--- config.mk ---
export PLATFORM = sky130hd
export DESIGN_NAME = regfile_8x32_sb
export DESIGN_NICKNAME = d
export VERILOG_FILES = /design/src/rtl/regfile_8x32_sb.sv
export SDC_FILE = /design/constraint.sdc
export NUM_CORES = 1
export LEC_CHECK = 0
export CELL_PAD_IN_SITES_DETAIL_PLACEMENT = 0
export CELL_PAD_IN_SITES_GLOBAL_PLACEMENT = 1
export CORE_MARGIN = 1
export CORE_UTILIZATION = 26
export DETAILED_ROUTE_END_ITERATION = 12
export GPL_TIMING_DRIVEN = 0
export PLACE_DENSITY_LB_ADDON = 0.1
export SYNTH_ARGS = -nofsm -noshare
export SYNTH_HDL_FRONTEND = slang
export SYNTH_SLANG_ARGS = --single-unit
--- constraint.sdc ---
create_clock -name clk -period 4.1 [get_ports clk]
set_input_delay 0.615 -clock clk [delete_from_list [all_inputs] [get_ports clk]]
set_output_delay 0.615 -clock clk [all_outputs]
set_load 0.02 [all_outputs]
--- src/rtl/regfile_8x32_sb.sv ---
// Eight-entry register file: two combinational read ports with write-through bypass,
// one synchronous write port, a per-register busy scoreboard and a registered write one-hot.
module regfile_8x32_sb #(
    parameter int unsigned WIDTH = 32,
    parameter int unsigned NREG  = 8
) (
    input  logic             clk,
    input  logic             reset,
    input  logic [2:0]       rd_addr1,
    output logic [WIDTH-1:0] rd_data1,
    output logic             hazard1,
    input  logic [2:0]       rd_addr2,
    output logic [WIDTH-1:0] rd_data2,
    output logic             hazard2,
    input  logic             wr_en,
    input  logic [2:0]       wr_addr,
    input  logic [WIDTH-1:0] wr_data,
    input  logic             busy_set,
    input  logic [2:0]       busy_addr,
    output logic [NREG-1:0]  busy,
    output logic [NREG-1:0]  wr_onehot_q
);

    logic [WIDTH-1:0] regs_q [NREG];
    logic [NREG-1:0]  busy_q;
    logic [NREG-1:0]  busy_d;
    logic [NREG-1:0]  wr_strobe;
    logic [NREG-1:0]  set_vec;
    logic             byp1;
    logic             byp2;

    always_comb begin
        wr_strobe = '0;
        if (wr_en) begin
            wr_strobe[wr_addr] = 1'b1;
        end
    end

    always_comb begin
        set_vec = '0;
        if (busy_set) begin
            set_vec[busy_addr] = 1'b1;
        end
    end

    // Set is ORed in after the clear so a newly issued producer wins over a retiring one.
    always_comb begin
        busy_d = (busy_q & ~wr_strobe) | set_vec;
    end

    always_ff @(posedge clk) begin
        if (reset) begin
            for (int unsigned i = 0; i < NREG; i++) begin
                regs_q[i] <= '0;
            end
            busy_q      <= '0;
            wr_onehot_q <= '0;
        end else begin
            for (int unsigned i = 0; i < NREG; i++) begin
                if (wr_strobe[i]) begin
                    regs_q[i] <= wr_data;
                end
            end
            busy_q      <= busy_d;
            wr_onehot_q <= wr_strobe;
        end
    end

    always_comb begin
        byp1     = wr_en && (wr_addr == rd_addr1);
        byp2     = wr_en && (wr_addr == rd_addr2);
        rd_data1 = byp1 ? wr_data : regs_q[rd_addr1];
        rd_data2 = byp2 ? wr_data : regs_q[rd_addr2];
        hazard1  = busy_q[rd_addr1] & ~byp1;
        hazard2  = busy_q[rd_addr2] & ~byp2;
        busy     = busy_q;
    end

endmodule

==> results of run 1 <==
## stage by stage
step	hold slack, ns	std cells	cell area, sq um	TNS, ns
finish	0.506	1813	17800	0
global placement	0.499	1741	16500	-361.69
detailed placement	0.494	1751	16700	0
floorplan	0.551	926	14400	0
global route	0.524	1813	17800	0
CTS	0.506	1813	17800	0
## cells in the mapped netlist (6+ instances only)
cell,instances,share of area (%)
nand3_1,6,0.21
buf_1,9,0.23
o21ai_0,7,0.24
dfxtp_1,16,2.2
xnor2_1,6,0.36
inv_1,36,0.94
buf_2,12,0.42
mux2_4,52,5.4
nand2_1,42,1.1
edfxtp_1,256,53
nor2_1,199,5.2
clkbuf_1,42,1.1
buf_12,8,1.1
mux2_2,78,6.1
mux4_2,132,21
## state kept, by name, indices dropped and copies added (netlist names)
register and count:
wr_onehot_q 8, busy 8, regs_q 256
## cell families after synthesis
| group | count (synthesis) | share of synthesized area, % |
|---|---|---|
| flops | 272 | 55.6 |
| simple gates | 266 | 7.50 |
| mux | 262 | 32.2 |
| buf+inv | 112 | 4.08 |
| compound gates | 8 | 0.313 |
| xor+xnor | 6 | 0.365 |
## layer usage
metal	GRT usage, %	vias to the layer above
met1	24.0	4575
met3	3.08	55
met2	29.9	250
li1	-	3877
met4	4.93	0
met5	0	-
## area by class of cell
cell class	instances	area [sq um]	area share, %
flip-flops and latches	272	8010	44.9
multi-input cells	542	5850	32.8
repair buffers	129	1410	7.92
clock buffers	43	948	5.31
well taps	696	871	4.88
plain buffers	75	449	2.52
clock inverters	19	169	0.947
inverters	37	139	0.778
## worst max-delay path, stage by stage
cell	delay, ns
clkbuf_1	0.59
clkbuf_1	0.83
mux2_2	0.46
mux2_4	0.26
clkdlybuf4s50_1	0.54
## report_power, final
group | internal (mW) | switching [mW]
Clock | 1.83 | 1.24
Sequential | 3.24 | 0.0941
Combinational | 0.734 | 0.695
Total | 5.81 | 2.02
## how the worst max path moves through the flow
stage / startpoint / to / slack [ns] / cells after the start
global placement: wr_addr[2] / busy[6] / -3.63 / 4
detailed placement: rd_addr1[2] / rd_data1[25] / 0.17 / 5
floorplan: wr_addr[2] / regs_q[6][0] / 0.30 / 3
CTS: rd_addr1[2] / rd_data1[10] / 0.15 / 6
finish: rd_addr1[2] / rd_data1[7] / 0.17 / 5
global route: rd_addr1[2] / rd_data1[14] / 0.04 / 6
==> summary.txt, run 1 <==
Drt
  • Remaining antenna violation count after routing: 0
  • WL final: 49.9 mm
  • DRC: 0
  • Pre-antenna DRT Iters: 5
  • Met2 Wirelength: 24.3 mm
  • Vias: 8757
  • Wl on met1: 22.2 mm
  • Top Layer Used: met4
  • Total length of routed met3 wires: 2.36 mm
  • Via density: 4.83
  • DR WL/cell: 27.5 um
  • DR iter-0 viols: 593

Finish
  • Layout area overhead: 23.9%
  • Most common cell after layout, fill and taps aside: edfxtp_1
  • Antenna cells: 0
  • Nets: 1140
  • Final core occ: 32.9%
  • Most frequent cells in the layout: edfxtp_1, nor2_1, mux4_2, clkdlybuf4s50_1, mux2_2
  • Layout cells sized above 1: 31.8%
  • Fill cell count: 5350

Yosys
  • Netlist cell types: 29
  • Syn Std Cell Area: 14400 sq um
  • Gate Count Post-Synth: 926
  • Top FF cell, synth: edfxtp_1
  • Yosys warnings: 0
  • Synth async-reset ratio: 0%
  • Post-synth net total: 974
  • Avg Cell Area, Syn: 15.6 sq um
  • Seq cells post-synth: 272
  • Seq/Total Area, Yosys: 55.6%
  • EDFF count, synth: 256

Hold path
  • Hold WC Path Type: reg -> reg
  • Worst Hold Path Cells: 2
  • Hold Path End: busy[4]
  • Worst hold start: busy[4]

GRT
  • Initial antenna violation count: 2
  • Largest net degree at the start of global routing: 25
  • GRT Overall Usage: 18.0%
  • GRT Residual Overflow: 0
  • Vias in the first global route: 9803
  • First-pass GRT wire length: 71.2 mm

CTS
  • Max clock buf depth: 3
  • Post-CTS Hold Fix Bufs: 0
  • Clock Latency Late Sink: 0.53 ns
  • Htree depth: 2
  • Clk root buf: clkbuf_16
  • Post-CTS Setup Inserts: 0
  • PostCTS Resize Cnt: 0
  • CTS Buf Count: 35
  • CTS sink count: 272
  • Clock transition at the registers of the reported paths: 0.06 ns
  • CTS tree: done

Placed design
  • Port Buffer Count: 119
  • Placer congestion estimate: 0.731
  • Pre-CTS setup slack: 0.168 ns
  • Dpl hpwl: 31.9 mm

Timing
  • Hold Vio Cnt, Final: 0
  • Final setup margin: 0.175 ns
  • Clk_skew: 0 ns
  • Minimum clock period: 3.93 ns
  • Fin. max-slew vios: 0
  • Worst-margin pin slew: 1.07 ns
  • Max_slew headroom: 28.8%
  • Final Cycle Share: 95.7%
  • Peak Freq: 0.255 GHz
  • RSZ-0062 raised after global routing: false
  • Setup violators final: 0

Setup path
  • Worst reg2reg path depth: 1
  • Capturing element type of the critical path: output pin
  • Critical path class: in -> out
  • FF-to-FF setup slack: 3.43 ns
  • Reg2reg start: busy[0]
  • Worst Path Max Fanout: 10
  • WP data arrival: 3.31 ns
  • Reg2reg end: busy[0]
  • Crit path launch type: input port
  • Data required, critical path: 3.48 ns

Outcome
  • Status: finished clean

Die
  • IO Pins: 130
  • Chip width: 237 um
  • CORE AREA: 54200 sq um
  • Die span in y: 237 um
  • Starting Density: 26.6%
  • Die area: 56400 sq um
  • FP Rows: 85

Flow run
  • Maxcap violations: 0

Pwr
  • Power after layout: 7.83 mW
  • Worst VDD drop: 0.211 mV
  • Pleak: 6.28 nW
  • Power density cells: 439 nW/um^2
No activity file was read; power rests on OpenSTA's default activity.
==> run 2, diff against run 1 <==
- HOLD_SLACK_MARGIN: not set -> 0.08
- clock period: 4.1 -> 3.2 ns (I/O delays scaled with it)
==> run 2 against run 1 <==
Non-clock buffer count grew 4. Wire length grew 0.14%. Sequential power grew 28%. Total power grew 28%. Largest cell class unchanged. Worst hold slack lost 0.063 ns. Largest power group unchanged. Global-route usage is essentially flat. Highest routed layer unchanged. Sequential share of layout area shrank 0.22 points.
==> summary.txt, run 2 (synthesis gave the netlist of run 1 again) <==
Drt
  • DR WL/cell: 27.5 um
  • Remaining antenna violation count after routing: 0
  • DRC: 0
  • Vias: 8798
  • Via density: 4.84
  • Pre-antenna DRT Iters: 5
  • DR iter-0 viols: 602
  • WL final: 49.9 mm

Pwr
  • Seq pwr share: 42.6%
  • Power after layout: 10.0 mW
  • Power density cells: 560 nW/um^2
  • Power share of the clock group: 39.1%
  • Switching Fraction: 25.8%
  • Design internal power: 7.45 mW
  • Worst VDD drop: 0.271 mV
  • P_sw: 2.59 mW
  • Pleak: 6.37 nW
  • Comb pwr share: 18.3%

Timing
  • Max_slew headroom: 36.1%
  • Setup violators final: 0
  • Clk_skew: 0 ns
  • Minimum clock period: 3.18 ns
  • Fin. max-slew vios: 0
  • RSZ-0062 raised after global routing: true
  • Final Cycle Share: 99.3%
  • Final setup margin: 0.0211 ns
  • Peak Freq: 0.315 GHz
  • Hold Vio Cnt, Final: 0
  • Worst-margin pin slew: 0.958 ns

Die
  • Die area: 56400 sq um
  • CORE AREA: 54200 sq um
  • FP Rows: 85
  • Starting Density: 26.6%
  • Die span in y: 237 um
  • IO Pins: 130
  • Chip width: 237 um

CTS
  • CTS sink count: 272
  • Clock transition at the registers of the reported paths: 0.06 ns
  • Htree depth: 2
  • Max clock buf depth: 3
  • CTS Buf Count: 35
  • Clock Latency Late Sink: 0.53 ns
  • Clk root buf: clkbuf_16
  • CTS tree: done

Finish
  • Nets: 1144
  • Layout area overhead: 24.5%
  • Most common cell after layout, fill and taps aside: edfxtp_1
  • Most flops, register: regs_q
  • Most frequent cells in the layout: edfxtp_1, nor2_1, mux4_2, clkdlybuf4s50_1, mux2_2
  • Largest register FFs: 256
  • Fill cell count: 5339
  • Layout cells sized above 1: 33.9%
  • Antenna cells: 0

GRT
  • GRT Overall Usage: 18.0%
  • Largest net degree at the start of global routing: 25
  • First-pass GRT wire length: 71.2 mm
  • GRT Residual Overflow: 0
  • Initial antenna violation count: 2
  • Vias in the first global route: 9807

Flow run
  • Maxcap violations: 0

Hold path
  • Hold WC Path Type: in -> reg
  • Worst hold start: wr_addr[0]
  • Worst Hold Path Cells: 3
  • Hold Path End: wr_onehot_q[7]

Setup path
  • CP Cell Sequence: buf_2 > buf_2 > mux4_2 > mux2_2 > mux2_4 > clkdlybuf4s50_1
  • FF-to-FF setup slack: 2.53 ns
  • Crit path launch type: input port
  • WP data arrival: 2.70 ns
  • Critical path class: in -> out
  • Reg2reg end: busy[0]
  • Reg2reg start: busy[0]
  • Worst Path Max Fanout: 10
  • Worst Path Buf+Inv: 3
  • Worst reg2reg path depth: 1
  • Crit-path slowest cell: clkdlybuf4s50_1
  • CP most frequent cell: buf_2
  • Crit path largest cell delay: 0.54 ns
  • Critical path depth in cells: 6
  • Crit path max-delay family: buffers and inverters
  • Data required, critical path: 2.72 ns
  • Capturing element type of the critical path: output pin

Placed design
  • Placer congestion estimate: 0.731
  • Dpl hpwl: 31.9 mm
  • Port Buffer Count: 119
  • Pre-CTS setup slack: -0.462 ns

Outcome
  • Status: finished clean
[run 2: power by group through the flow]
stage	registers (mW)	logic [mW]	clock network (mW)
global placement	4.37	1.81	0
finish	4.28	1.84	3.92
floorplan	4.31	1.12	0
CTS	4.28	1.87	4.02
detailed placement	4.35	1.86	0
global route	4.31	1.95	4.12
[run 2: through the flow]
step	setup TNS, ns	hold WS, ns	instances	util, %	instance area, sq um
final	0	0.442	1817	33.1	17900
after global routing	-0.265	0.475	1817	33.1	17900
after CTS	0	0.473	1817	33.0	17900
after detailed placement	-56.68	0.494	1751	30.8	16700
after global placement	-586.40	0.499	1741	30.4	16500
after floorplan	-30.46	0.551	926	-	14400
[run 2: cell type report]
class	count	area (sq um)	share of cell area, %
Sequential cell	272	8010	44.7
Multi-Input combinational cell	542	5850	32.6
Timing Repair Buffer	133	1440	8.05
Clock buffer	43	948	5.29
Tap cell	696	871	4.86
Buffer	75	505	2.82
Clock inverter	19	169	0.942
Inverter	37	139	0.774
[run 2: worst max path at each step]
| stage | startpoint | endpoint | slack, ns |
|---|---|---|---|
| after CTS | rd_addr2[2] | rd_data2[22] | 0.006 |
| after detailed placement | rd_addr1[2] | rd_data1[25] | -0.46 |
| after global placement | wr_addr[2] | busy[6] | -4.39 |
| final | rd_addr2[2] | rd_data2[22] | 0.02 |
| after floorplan | wr_addr[2] | regs_q[6][0] | -0.46 |
| after global routing | rd_addr2[2] | rd_data2[22] | -0.05 |
[run 2: per-layer routing]
layer  vias to the layer above  part of all wire, %  GRT usage, %
met4                         0                  2.0          5.02
met1                      4604                   44          24.1
met3                        54                  4.9          2.90
li1                       3886                    -             -
met5                         -                    0             0
met2                       254                   49          29.9
[run 2: what timing repair did]
action,4_1_cts,5_1_grt
cloned,0,0
resized for setup,49,7
setup buffers,4,0
hold endpoints to repair,0,0
pin swaps,2,0
hold buffers,0,0
endpoints found under the setup margin,66,52
